**src/rtl/uart_rx.sv**
```systemverilog
// uart_rx: 8N1 UART receiver with a 2-flop input synchroniser, mid-bit sampling and
// a valid/ready output register that reports framing errors and overruns as pulses.
module uart_rx #(
    parameter int CLK_FREQ  = 100_000_000,
    parameter int BAUD_RATE = 10_000
) (
    input  logic       clk_i,
    input  logic       nreset_i,
    input  logic       rx_i,
    output logic [7:0] rx_data_o,
    output logic       valid_o,
    input  logic       ready_i,
    output logic       frame_err_o,
    output logic       overrun_o
);
    localparam int CPB = CLK_FREQ / BAUD_RATE;
    localparam int CW = $clog2(CPB);
    localparam logic [CW-1:0] LAST = CW'(CPB - 1);
    localparam logic [CW-1:0] MID = CW'(CPB / 2 - 1);

    typedef enum logic [2:0] {IDLE, START, DATA, STOP, BREAK} state_t;

    state_t state;
    logic [1:0] sync;
    logic [CW-1:0] bit_cnt;
    logic [2:0] index;
    logic [7:0] shreg;
    logic rxs;
    logic deliver;

    assign rxs = sync[1];
    assign deliver = state == STOP && bit_cnt == LAST && rxs;

    always_ff @(posedge clk_i or negedge nreset_i) begin
        if (!nreset_i) begin
            sync <= 2'b11;
            state <= IDLE;
            bit_cnt <= '0;
            index <= '0;
            shreg <= '0;
            rx_data_o <= '0;
            valid_o <= 1'b0;
            frame_err_o <= 1'b0;
            overrun_o <= 1'b0;
        end else begin
            sync <= {sync[0], rx_i};
            frame_err_o <= 1'b0;
            overrun_o <= 1'b0;
            case (state)
                IDLE: begin
                    bit_cnt <= '0;
                    state <= rxs ? IDLE : START;
                end
                START: begin
                    bit_cnt <= bit_cnt == MID ? '0 : bit_cnt + 1'b1;
                    index <= '0;
                    if (bit_cnt == MID)
                        state <= rxs ? IDLE : DATA;
                end
                DATA: begin
                    bit_cnt <= bit_cnt == LAST ? '0 : bit_cnt + 1'b1;
                    if (bit_cnt == LAST) begin
                        shreg[index] <= rxs;
                        index <= index + 1'b1;
                        state <= index == 3'd7 ? STOP : DATA;
                    end
                end
                STOP: begin
                    bit_cnt <= bit_cnt == LAST ? '0 : bit_cnt + 1'b1;
                    if (bit_cnt == LAST) begin
                        frame_err_o <= !rxs;
                        state <= rxs ? IDLE : BREAK;
                    end
                end
                BREAK: state <= rxs ? IDLE : BREAK;
                default: state <= IDLE;
            endcase
            // A pending byte that is being consumed this cycle frees the slot for the new one.
            if (deliver) begin
                if (valid_o && !ready_i) begin
                    overrun_o <= 1'b1;
                end else begin
                    rx_data_o <= shreg;
                    valid_o <= 1'b1;
                end
            end else if (ready_i) begin
                valid_o <= 1'b0;
            end
        end
    end
endmodule

```
**config.mk**
```make
export PLATFORM = sky130hd
export DESIGN_NAME = uart_rx
export DESIGN_NICKNAME = d
export VERILOG_FILES = /design/src/rtl/uart_rx.sv
export SDC_FILE = /design/constraint.sdc
export NUM_CORES = 1
export LEC_CHECK = 0
export ABC_AREA = 1
export BUFFER_PORTS_ARGS = -buffer_cell sky130_fd_sc_hd__buf_2
export CORE_MARGIN = 2
export CORE_UTILIZATION = 45
export CTS_BUF_LIST = sky130_fd_sc_hd__clkbuf_4
export CTS_CLUSTER_SIZE = 10
export DETAILED_ROUTE_END_ITERATION = 16
export PLACE_DENSITY = 0.68
export SLEW_MARGIN = 20
export SYNTH_ARGS = -nofsm -noshare
export SYNTH_HDL_FRONTEND = slang
export SYNTH_SLANG_ARGS = --single-unit
```
**constraint.sdc**
```tcl
create_clock -name clk_i -period 1.6 [get_ports clk_i]
set_clock_uncertainty 0.15 [all_clocks]
set_input_delay 0.24 -clock clk_i [delete_from_list [all_inputs] [get_ports clk_i]]
set_output_delay 0.24 -clock clk_i [all_outputs]
set_load 0.01 [all_outputs]
```
==> results of run 1 <==
## flip-flops by register name, indices dropped and copies added (netlist names)
| name | cells |
|---|---|
| bit_cnt | 14 |
| rx_data_o | 8 |
| shreg | 8 |
| index | 3 |
| state | 3 |
| sync | 2 |
| frame_err_o | 1 |
| overrun_o | 1 |
| valid_o | 1 |
## final cells by class
class / instances / area, um^2
well taps: 67 / 83.83
multi-input cells: 221 / 1159
clock inverters: 3 / 46.29
repair buffers: 39 / 291.5
inverters: 35 / 136.4
flip-flops and latches: 41 / 1031
fillers: 427 / 1969
clock buffers: 5 / 37.54
## what timing repair did
item,in CTS,in global routing
hold buffers,2,0
pin swaps,2,11
setup buffers,0,2
gates resized for setup,4,25
hold endpoints to repair,42,0
setup endpoints to repair,18,36
gates cloned,0,2
## worst min-delay path: cells and delay by family
family / cells / cell delay (ps)
buf+inv: 3 / 860
## cell usage after synthesis
cell type	number
o21ai_0	9
nor2_1	25
dfrtp_1	39
nand3_1	33
inv_1	28
nand3b_1	1
nand4_1	12
nor2_4	1
nand4_2	1
dfstp_2	2
buf_6	1
o211ai_1	2
o221ai_1	1
nor3_2	2
nand2_2	2
a21oi_1	2
inv_2	6
o21ai_1	2
nor2_8	2
ha_1	3
xnor2_1	1
nor2_2	3
nor3_1	1
clkinv_2	1
xor2_1	4
clkbuf_1	4
nand2_1	111
nand3_2	1
## path summary, 6_finish.rpt
| path | endpoint | slack, ps | cells past startpoint |
|---|---|---|---|
| min in group clk_i | sync[1]$_DFF_PN1_ | 220 | 0 |
| min reg2reg | sync[1]$_DFF_PN1_ | 220 | 0 |
| max | bit_cnt[1]$_DFFE_PN0P_ | -4 | 9 |
| max in group asynchronous | sync[1]$_DFF_PN1_ | 830 | 3 |
| max reg2reg | bit_cnt[1]$_DFFE_PN0P_ | -4 | 9 |
| min | bit_cnt[3]$_DFFE_PN0P_ | 210 | 3 |
## per-layer routing
| layer | GRT usage, % | part of all wire, % | routed length (um) | vias up |
|---|---|---|---|---|
| met5 | 0 | 0 | 0 | - |
| met4 | 6.548 | 1.5 | 72 | 0 |
| met3 | 3.614 | 3.1 | 154 | 7 |
| met2 | 28.71 | 45 | 2203 | 35 |
| met1 | 27.37 | 51 | 2491 | 949 |
| li1 | - | - | - | 1045 |
## power by group through the flow
| stage | logic (mW) | registers, mW | clock network (mW) |
|---|---|---|---|
| after detailed placement | 0.0409 | 1.06 | 0 |
| after global routing | 0.0511 | 1.04 | 0.753 |
| after CTS | 0.0451 | 1.04 | 0.712 |
| final | 0.0429 | 1.04 | 0.691 |
| after floorplan | 0.00861 | 1.06 | 0 |
| after global placement | 0.0409 | 1.06 | 0 |
## cells by family (layout without fill, tap and decap cells)
kind of cell	after synthesis	after routing	share of synthesized area [%]
xor gates and xnor gates	5	5	1.950
buffers and inverters	40	82	7.075
DFF	41	41	45.79
AOI/OAI and AO/OA	16	16	3.955
and+or+nand+nor	195	197	39.55
adders and majority gates	3	3	1.671
## stage by stage
| stage | utilization (%) | cells |
|---|---|---|
| after floorplan | - | 300 |
| after global placement | 53.76 | 397 |
| after detailed placement | 53.76 | 397 |
| after CTS | 56.32 | 407 |
| after global routing | 58.58 | 411 |
| final | 58.58 | 411 |
==> flow_summary_export.csv, run 1 <==
group,metric,value,unit
outcome,status,"finished with violations",
outcome,failed_checks,"negative setup slack",
worst_setup_path,worstPathRequired,1700,ps
pwr,p_sw_share,22.09,%
synthesis,syn-cell-area,2246,um^2
worst_setup_path,critPathLaunch,"bit_cnt[1]$_DFFE_PN0P_",
detailed_routing,drtIter0Drc,174,
floorplan,die-area,5572,um^2
worst_setup_path,critPathMaxStageDelay,380,ps
timing,fin_crit,1604,ps
global_routing,overflow,0,
synthesis,yosysTopAreaCell,"dfrtp_1",
global_routing,grt_pass1_vias,1783,
global_routing,grtUsageTotal,18.96,%
global_routing,grt_max_degree,42,
worst_setup_path,r2r-start,"bit_cnt[1]$_DFFE_PN0P_",
timing,rsz0062_at_grt,"yes",
pwr,pwr-share-seq,58.7,%
timing,slew_headroom,81.79,%
clock_tree,insertion_delay,350,ps
finish,final_area,2785,um^2
timing,setup_slack,-4.115,ps
placed_design,portBuffers,14,
worst_setup_path,path_common_cell,"nand2_1",
clock_tree,clk_path_buf_depth,2,
clock_tree,cts_tree,"yes",
floorplan,io_pins,15,
synthesis,synth_cells,300,
clock_tree,cts_htree_levels,2,
detailed_routing,drtPass1Iterations,4,
floorplan,die_y,74.65,um
timing,setup_viol,1,
clock_tree,root_buffer,"clkbuf_4",
floorplan,core,4755,um^2
timing,hold_ws,212.0,ps
detailed_routing,drc,0,
detailed_routing,routed_wl,4921,um
synthesis,ys_warn_count,0,
placed_design,gp_congestion,0.8832,
worst_setup_path,crit_type,"flip-flop to flip-flop",
finish,diodes,0,
worst_setup_path,arrival,1710,ps
detailed_routing,wire_per_inst,11.97,um
finish,layout_commonest_cell,"nand2_1",
detailed_routing,via_count,2036,
synthesis,syn_area_per_cell,7.486,um^2
worst_setup_path,cp_top_family,"simple AND/OR/NAND/NOR gates",
pwr,power_density,638.4,nW/um^2
timing,timing.fmax,0.6234,GHz
synthesis,synthTopCellsByArea,"dfrtp_1 (43%), nand2_1 (19%), nand3_1 (7.4%)",
clock_tree,cts_inserted_buffers,5,
synthesis,ys_seq_area_share,45.79,%
clock_tree,path_clk_slew,130,ps
worst_setup_path,cp_max_fo,4,
detailed_routing,vias_per_cell,4.954,
placed_design,pre_cts_slack,-50.39,ps
pwr,power.switching,0.3927,mW
floorplan,die_x,74.65,um
timing,finalSetupTns,-4.115,ps
worst_setup_path,critical-path-slowest-cell,"dfrtp_1",
synthesis,synth_top_area_share,43.45,%
placed_design,place_area,2556,um^2
pwr,ir_worst_vdd,0.3046,mV
pwr,power_frac_comb,2.4,%
timing,hold_viol_final,0,
synthesis,synthDistinctLibCells,28,
min_path,hold_class,"primary input to asynchronous set/reset pin",
synthesis,syn-num-nets,307,
placed_design,dp_hpwl,3382,um
timing,min_period_over_period,100.3,%
pwr,total_power,1.778,mW
synthesis,synth-seq-cells,41,
clock_tree,cts_sinks,41,
finish,layout_common_cells,"nand2_1 (107), dfrtp_1 (37), nand3_1 (30)",
worst_setup_path,path_cells,"ha_2, buf_6, nand3b_1, nor2_2, nand2_1, nand2_2, nand2_2, nand2_1, nand2_1",
pwr,p_leak,1.468,nW
floorplan,rows,25,
worst_setup_path,cp-end-kind,"flip-flop",
pwr,intPower,1.385,mW
worst_setup_path,cp-start-kind,"flip-flop",
global_routing,grt_pass1_wl,8086,um
worst_setup_path,worst-path-buf-inv,1,
finish,syn2layout_area_growth,24.01,%
job,drv_cap,0,
timing,worst_slew_pin_slew,273.2,ps
pwr,p_clk_share,38.9,%
floorplan,start_util,47.24,%
detailed_routing,ant_nets,0,
global_routing,antenna_found_initial,0,
timing,slew_viol_final,0,
finish,drive_gt1_share,25.29,%
finish,nets,350,
No activity file was read; power rests on OpenSTA's default activity.
==> run 2: changes to the inputs <==
- CORE_UTILIZATION: 45 -> 56
- PLACE_DENSITY: 0.68 -> 0.81
- REMOVE_ABC_BUFFERS: unset -> 1
==> run 2 against run 1 <==
Compared with the run above:
- the run now ends clean
- hold slack worse by 69 ps
- register-to-register slack better by 30 ps
- clock power up 0.9%
==> flow_summary_export.csv, run 2 (synthesis gave the netlist of run 1 again) <==
group,metric,value,unit
outcome,status,"finished clean",
finish,largest_register,"bit_cnt",
worst_setup_path,cp_max_fo,5,
timing,timing.fmax,0.6359,GHz
global_routing,met1_usage,33.58,%
timing,slew_viol_final,0,
clock_tree,cts_sinks,41,
floorplan,core,3943,um^2
detailed_routing,drtIter0Drc,168,
clock_tree,cts_tree,"yes",
floorplan,die-area,4533,um^2
worst_setup_path,critPathMaxStageDelay,420,ps
global_routing,antenna_found_initial,0,
clock_tree,path_clk_slew,140,ps
min_path,hold_class,"primary input to asynchronous set/reset pin",
pwr,power_density,631.5,nW/um^2
global_routing,overflow,0,
clock_tree,insertion_delay,370,ps
pwr,p_leak,1.474,nW
finish,largest_reg_flops,14,
timing,hold_ws,143.1,ps
global_routing,grt_pass1_vias,1849,
detailed_routing,ant_nets,0,
clock_tree,cts_htree_levels,2,
floorplan,io_pins,15,
floorplan,rows,23,
worst_setup_path,critical-path-slowest-cell,"dfrtp_1",
worst_setup_path,worstPathRequired,1770,ps
finish,utilization,71.66,%
timing,setup_viol,0,
finish,syn2layout_area_growth,25.79,%
timing,fin_crit,1573,ps
floorplan,start_util,56.97,%
clock_tree,root_buffer,"clkbuf_4",
worst_setup_path,path_cells,"ha_4, nand3_4, nor2_4, nand2_2, buf_12, nor2_8, nand4_1, nand2_1",
timing,hold_viol_final,0,
global_routing,grt_busiest_layer,"met2",
timing,min_period_over_period,98.29,%
floorplan,die_y,67.33,um
detailed_routing,drtPass1Iterations,4,
global_routing,grt_pass1_wl,8328,um
timing,slew_headroom,77.72,%
timing,rsz0062_at_grt,"yes",
finish,layout_commonest_cell,"nand2_1",
worst_setup_path,crit_type,"flip-flop to flip-flop",
finish,diodes,0,
clock_tree,cts_inserted_buffers,5,
placed_design,gp_congestion,0.8938,
worst_setup_path,cp-start-kind,"flip-flop",
timing,worst_slew_pin_slew,334.1,ps
finish,multi_input_comb_area,1235,um^2
worst_setup_path,cp-end-kind,"flip-flop",
finish,nFillCells,292,
finish,drive_gt1_share,28.24,%
worst_setup_path,arrival,1740,ps
finish,nets,346,
placed_design,dp_hpwl,3539,um
finish,seq_area,1030,um^2
floorplan,die_x,67.33,um
placed_design,portBuffers,14,
clock_tree,clk_path_buf_depth,2,
global_routing,grtUsageMet3,5.833,%
detailed_routing,via_count,2081,
finish,layout_common_cells,"nand2_1 (102), dfrtp_1 (38), inv_1 (26)",
global_routing,grtUsageTotal,24.45,%
global_routing,grt_max_degree,29,
detailed_routing,routed_wl,5102,um
job,drv_cap,0,
detailed_routing,drc,0,
finish,reg_top3,"bit_cnt: 14 flops, rx_data_o: 8 flops, shreg: 8 flops",
detailed_routing,wire_per_inst,13.08,um
detailed_routing,vias_per_cell,5.336,
pwr,ir_worst_vdd,0.4138,mV
global_routing,met2_usage,38.24,%
-- run 2: changes by cell type in the layout (fill, tap and decap cells not counted), sizes merged --
cell,change
buf,-3
nand2,-1
-- run 2: metal layers --
layer,vias to the layer above,wire length (um)
met2,55,2452
met5,-,0
met3,6,281
met4,0,55
li1,1042,-
met1,978,2313
-- run 2: layout make-up --
type | count | share of cell area, %
inverter | 35 | 5.004
sequential | 41 | 36.45
multi-input combinational | 220 | 43.71
timing repair buffer | 36 | 9.655
clock buffer | 5 | 1.329
tap | 50 | 2.214
clock inverter | 3 | 1.639
-- run 2: worst paths after layout --
kind | start | end | slack [ps] | depth (start not counted)
setup / recovery | bit_cnt[1]$_DFFE_PN0P_ | rx_data_o[4]$_DFFE_PN0P_ | 30 | 8
hold / removal | nreset_i | bit_cnt[3]$_DFFE_PN0P_ | 140 | 2
setup reg to reg | bit_cnt[1]$_DFFE_PN0P_ | rx_data_o[4]$_DFFE_PN0P_ | 30 | 8
hold reg to reg | sync[0]$_DFF_PN1_ | sync[1]$_DFF_PN1_ | 210 | 0
max in group asynchronous | nreset_i | bit_cnt[5]$_DFFE_PN0P_ | 710 | 3
min in group clk_i | sync[0]$_DFF_PN1_ | sync[1]$_DFF_PN1_ | 210 | 0
-- run 2: power breakdown --
group	switching (mW)	leakage [nW]	internal, mW	total (mW)
Combinational	0.0303	0.881	0.0134	0.0438
Sequential	0.00257	0.551	1.04	1.04
Clock	0.366	0.0414	0.331	0.697
Total	0.399	1.47	1.39	1.78
-- run 2: worst max-delay path, delay by kind of cell, from the launching register on --
| kind | cells | cell delay (ps) |
|---|---|---|
| AND/OR/NAND/NOR | 6 | 650 |
| flip-flops | 1 | 420 |
| adder cells (fa/ha/maj) | 1 | 170 |
| buffers and inverters | 1 | 140 |
-- run 2: stage by stage --
step                      total power [mW]  cells  setup TNS, ps  setup WS (ps)  cell area [um^2]
after global routing                 1.853    390         -717.7         -62.67              2825
final                                1.784    390              0          27.36              2825
after detailed placement             1.104    377         -852.8         -85.43              2512
after CTS                            1.794    389              0          4.577              2656
after floorplan                      1.069    295              0          45.27              2220
after global placement               1.102    377         -326.8         -41.71              2512
-- run 2: what timing repair did --
action | 4_1_cts | 5_1_grt
hold endpoints to repair | 42 | 0
cloned | 1 | 0
hold buffers | 2 | 0
buffers inserted | 1 | 2
resized for setup | 5 | 48
pin swaps | 3 | 12
endpoints found under the setup margin | 24 | 37
==> run 3: changes to the inputs <==
- CORE_UTILIZATION: 56 -> 45
- CTS_CLUSTER_DIAMETER: unset -> 120
- PLACE_DENSITY: 0.81 -> 0.68
==> run 3 against run 2 <==
Compared with the run above:
- worst setup slack got worse by 10 ps
- fmax shrank 0.65%
- first-iteration DRC count down 32%
- total power rose by 9.2%
- sequential share of layout area decreased by 0.84 points
- utilization decreased by 11 points
- global-route usage is 4.8 points lower
- die area increased by 23%
- sequential power about the same
- combinational power about the same
- wire length up 4.8%
- largest cell class unchanged
==> flow_summary_export.csv, run 3 (synthesis gave the netlist of run 1 again) <==
group,metric,value,unit
outcome,status,"finished clean",
detailed_routing,drtPass1Iterations,4,
floorplan,core,4755,um^2
worst_setup_path,worstPathRequired,1750,ps
detailed_routing,routed_wl,5347,um
finish,layout_common_cells,"nand2_1 (103), dfrtp_1 (37), nand3_1 (25)",
timing,hold_ws,177.8,ps
worst_setup_path,cp-end-kind,"flip-flop",
global_routing,grtUsageTotal,19.70,%
timing,fin_crit,1583,ps
clock_tree,path_clk_slew,130,ps
worst_setup_path,rrSetupSlack,20,ps
worst_setup_path,cp_top_family,"flip-flops",
finish,diodes,0,
worst_setup_path,worst-path-buf-inv,3,
floorplan,die_x,74.65,um
timing,setup_viol,0,
worst_setup_path,path_cells,"ha_4, buf_6, nand2_2, nor2_1, buf_4, inv_4, o21ai_2, o221ai_2, nand2_1",
floorplan,die-area,5572,um^2
placed_design,place_area,2556,um^2
detailed_routing,wire_per_inst,12.92,um
worst_setup_path,cp_max_fo,5,
placed_design,portBuffers,14,
clock_tree,cts_sinks,41,
finish,largest_reg_flops,14,
clock_tree,cts_tree,"yes",
clock_tree,clk_path_buf_depth,2,
finish,syn2layout_area_growth,28.91,%
detailed_routing,drtIter0Drc,114,
pwr,total_power,1.948,mW
pwr,ir_worst_vdd,0.4842,mV
global_routing,grt_pass1_vias,1871,
pwr,power_frac_comb,2.2,%
timing,worst_slew_pin_slew,419.3,ps
global_routing,overflow,0,
detailed_routing,vias_per_cell,5.109,
finish,largest_register,"bit_cnt",
min_path,hold_class,"primary input to asynchronous set/reset pin",
detailed_routing,drc,0,
finish,layout_commonest_cell,"nand2_1",
finish,final_area,2895,um^2
worst_setup_path,arrival,1740,ps
timing,min_period_over_period,98.93,%
worst_setup_path,cp-start-kind,"flip-flop",
floorplan,rows,25,
floorplan,io_pins,15,
placed_design,gp_congestion,0.9125,
timing,slew_viol_final,0,
timing,timing.fmax,0.6318,GHz
pwr,intPower,1.546,mW
pwr,power.switching,0.4018,mW
global_routing,antenna_found_initial,0,
clock_tree,insertion_delay,360,ps
worst_setup_path,crit_type,"flip-flop to flip-flop",
floorplan,die_y,74.65,um
finish,drive_gt1_share,29.39,%
finish,nFillCells,413,
clock_tree,cts_inserted_buffers,5,
clock_tree,root_buffer,"clkbuf_4",
pwr,p_leak,1.505,nW
finish,seq_area,1031,um^2
timing,slew_headroom,72.05,%
pwr,p_sw_share,20.63,%
floorplan,start_util,47.24,%
placed_design,dp_hpwl,3491,um
pwr,p_clk_share,44.2,%
detailed_routing,ant_nets,0,
worst_setup_path,critical-path-slowest-cell,"dfrtp_1",
job,drv_cap,0,
clock_tree,cts_htree_levels,2,
global_routing,grt_pass1_wl,8376,um
finish,reg_top3,"bit_cnt: 14 flops, rx_data_o: 8 flops, shreg: 8 flops",
timing,hold_viol_final,0,
finish,nets,353,
worst_setup_path,critPathMaxStageDelay,420,ps
pwr,power_density,672.7,nW/um^2
pwr,pwr-share-seq,53.6,%
detailed_routing,via_count,2115,
timing,finalSetupTns,0,ps
global_routing,grt_max_degree,26,
timing,rsz0062_at_grt,"yes",
finish,multi_input_comb_area,1216,um^2
==> run 3: cell types whose count changed in the layout (fill, tap and decap cells not counted), sizes merged <==
cell      delta
buf          +6
bufinv       +1
clkinvlp     -1
inv          +1
==> run 3: timing repair <==
| item | 4_1_cts | 5_1_grt |
|---|---|---|
| gates resized for setup | 5 | 41 |
| endpoints found under the hold margin | 38 | 0 |
| endpoints found under the setup margin | 30 | 38 |
| hold buffers | 2 | 0 |
| gates cloned | 1 | 1 |
| buffers inserted | 0 | 5 |
| pin swaps | 2 | 12 |
==> run 3: per-layer routing <==
layer / wire (um) / GRT usage [%]
met5: 0 / 0
met4: 70 / 7.341
met3: 256 / 4.016
met2: 2585 / 31.17
met1: 2434 / 26.83
==> run 3: through the flow <==
| stage | util (%) | std cells | worst slack [ps] |
|---|---|---|---|
| 6_report | 60.89 | 414 | 17.14 |
| 2_1_floorplan | - | 295 | 45.27 |
| 5_1_grt | 60.89 | 414 | -78.15 |
| 4_1_cts | 57.11 | 408 | -0.4562 |
| 3_3_place_gp | 53.76 | 397 | -29.09 |
| 3_5_place_dp | 53.76 | 397 | -76.40 |
==> run 3: final timing paths <==
kind | from | to | cells past startpoint
worst max-delay path | bit_cnt[1]$_DFFE_PN0P_ | bit_cnt[6]$_DFFE_PN0P_ | 9
worst min-delay path | nreset_i | bit_cnt[3]$_DFFE_PN0P_ | 2
worst max register to register | bit_cnt[1]$_DFFE_PN0P_ | bit_cnt[6]$_DFFE_PN0P_ | 9
worst min register to register | sync[0]$_DFF_PN1_ | sync[1]$_DFF_PN1_ | 0
max in group asynchronous | nreset_i | overrun_o$_DFF_PN0_ | 3
min in group clk_i | sync[0]$_DFF_PN1_ | sync[1]$_DFF_PN1_ | 0
==> run 3: power by group through the flow <==
stage,clock [mW],combinational (mW),sequential [mW]
after floorplan,0,0.00271,1.07
after global placement,0,0.0412,1.06
after detailed placement,0,0.0416,1.06
after CTS,0.881,0.0453,1.04
after global routing,0.930,0.0505,1.04
final,0.860,0.0437,1.04
==> run 3: layout make-up <==
class / count / area share (%)
clock buffer: 5 / 1.296
clock inverter: 3 / 2.377
inverter: 35 / 4.797
multi-input combinational: 220 / 42.01
sequential: 41 / 35.61
tap: 67 / 2.895
timing repair buffer: 42 / 10.85
timing repair inverter: 1 / 0.1729
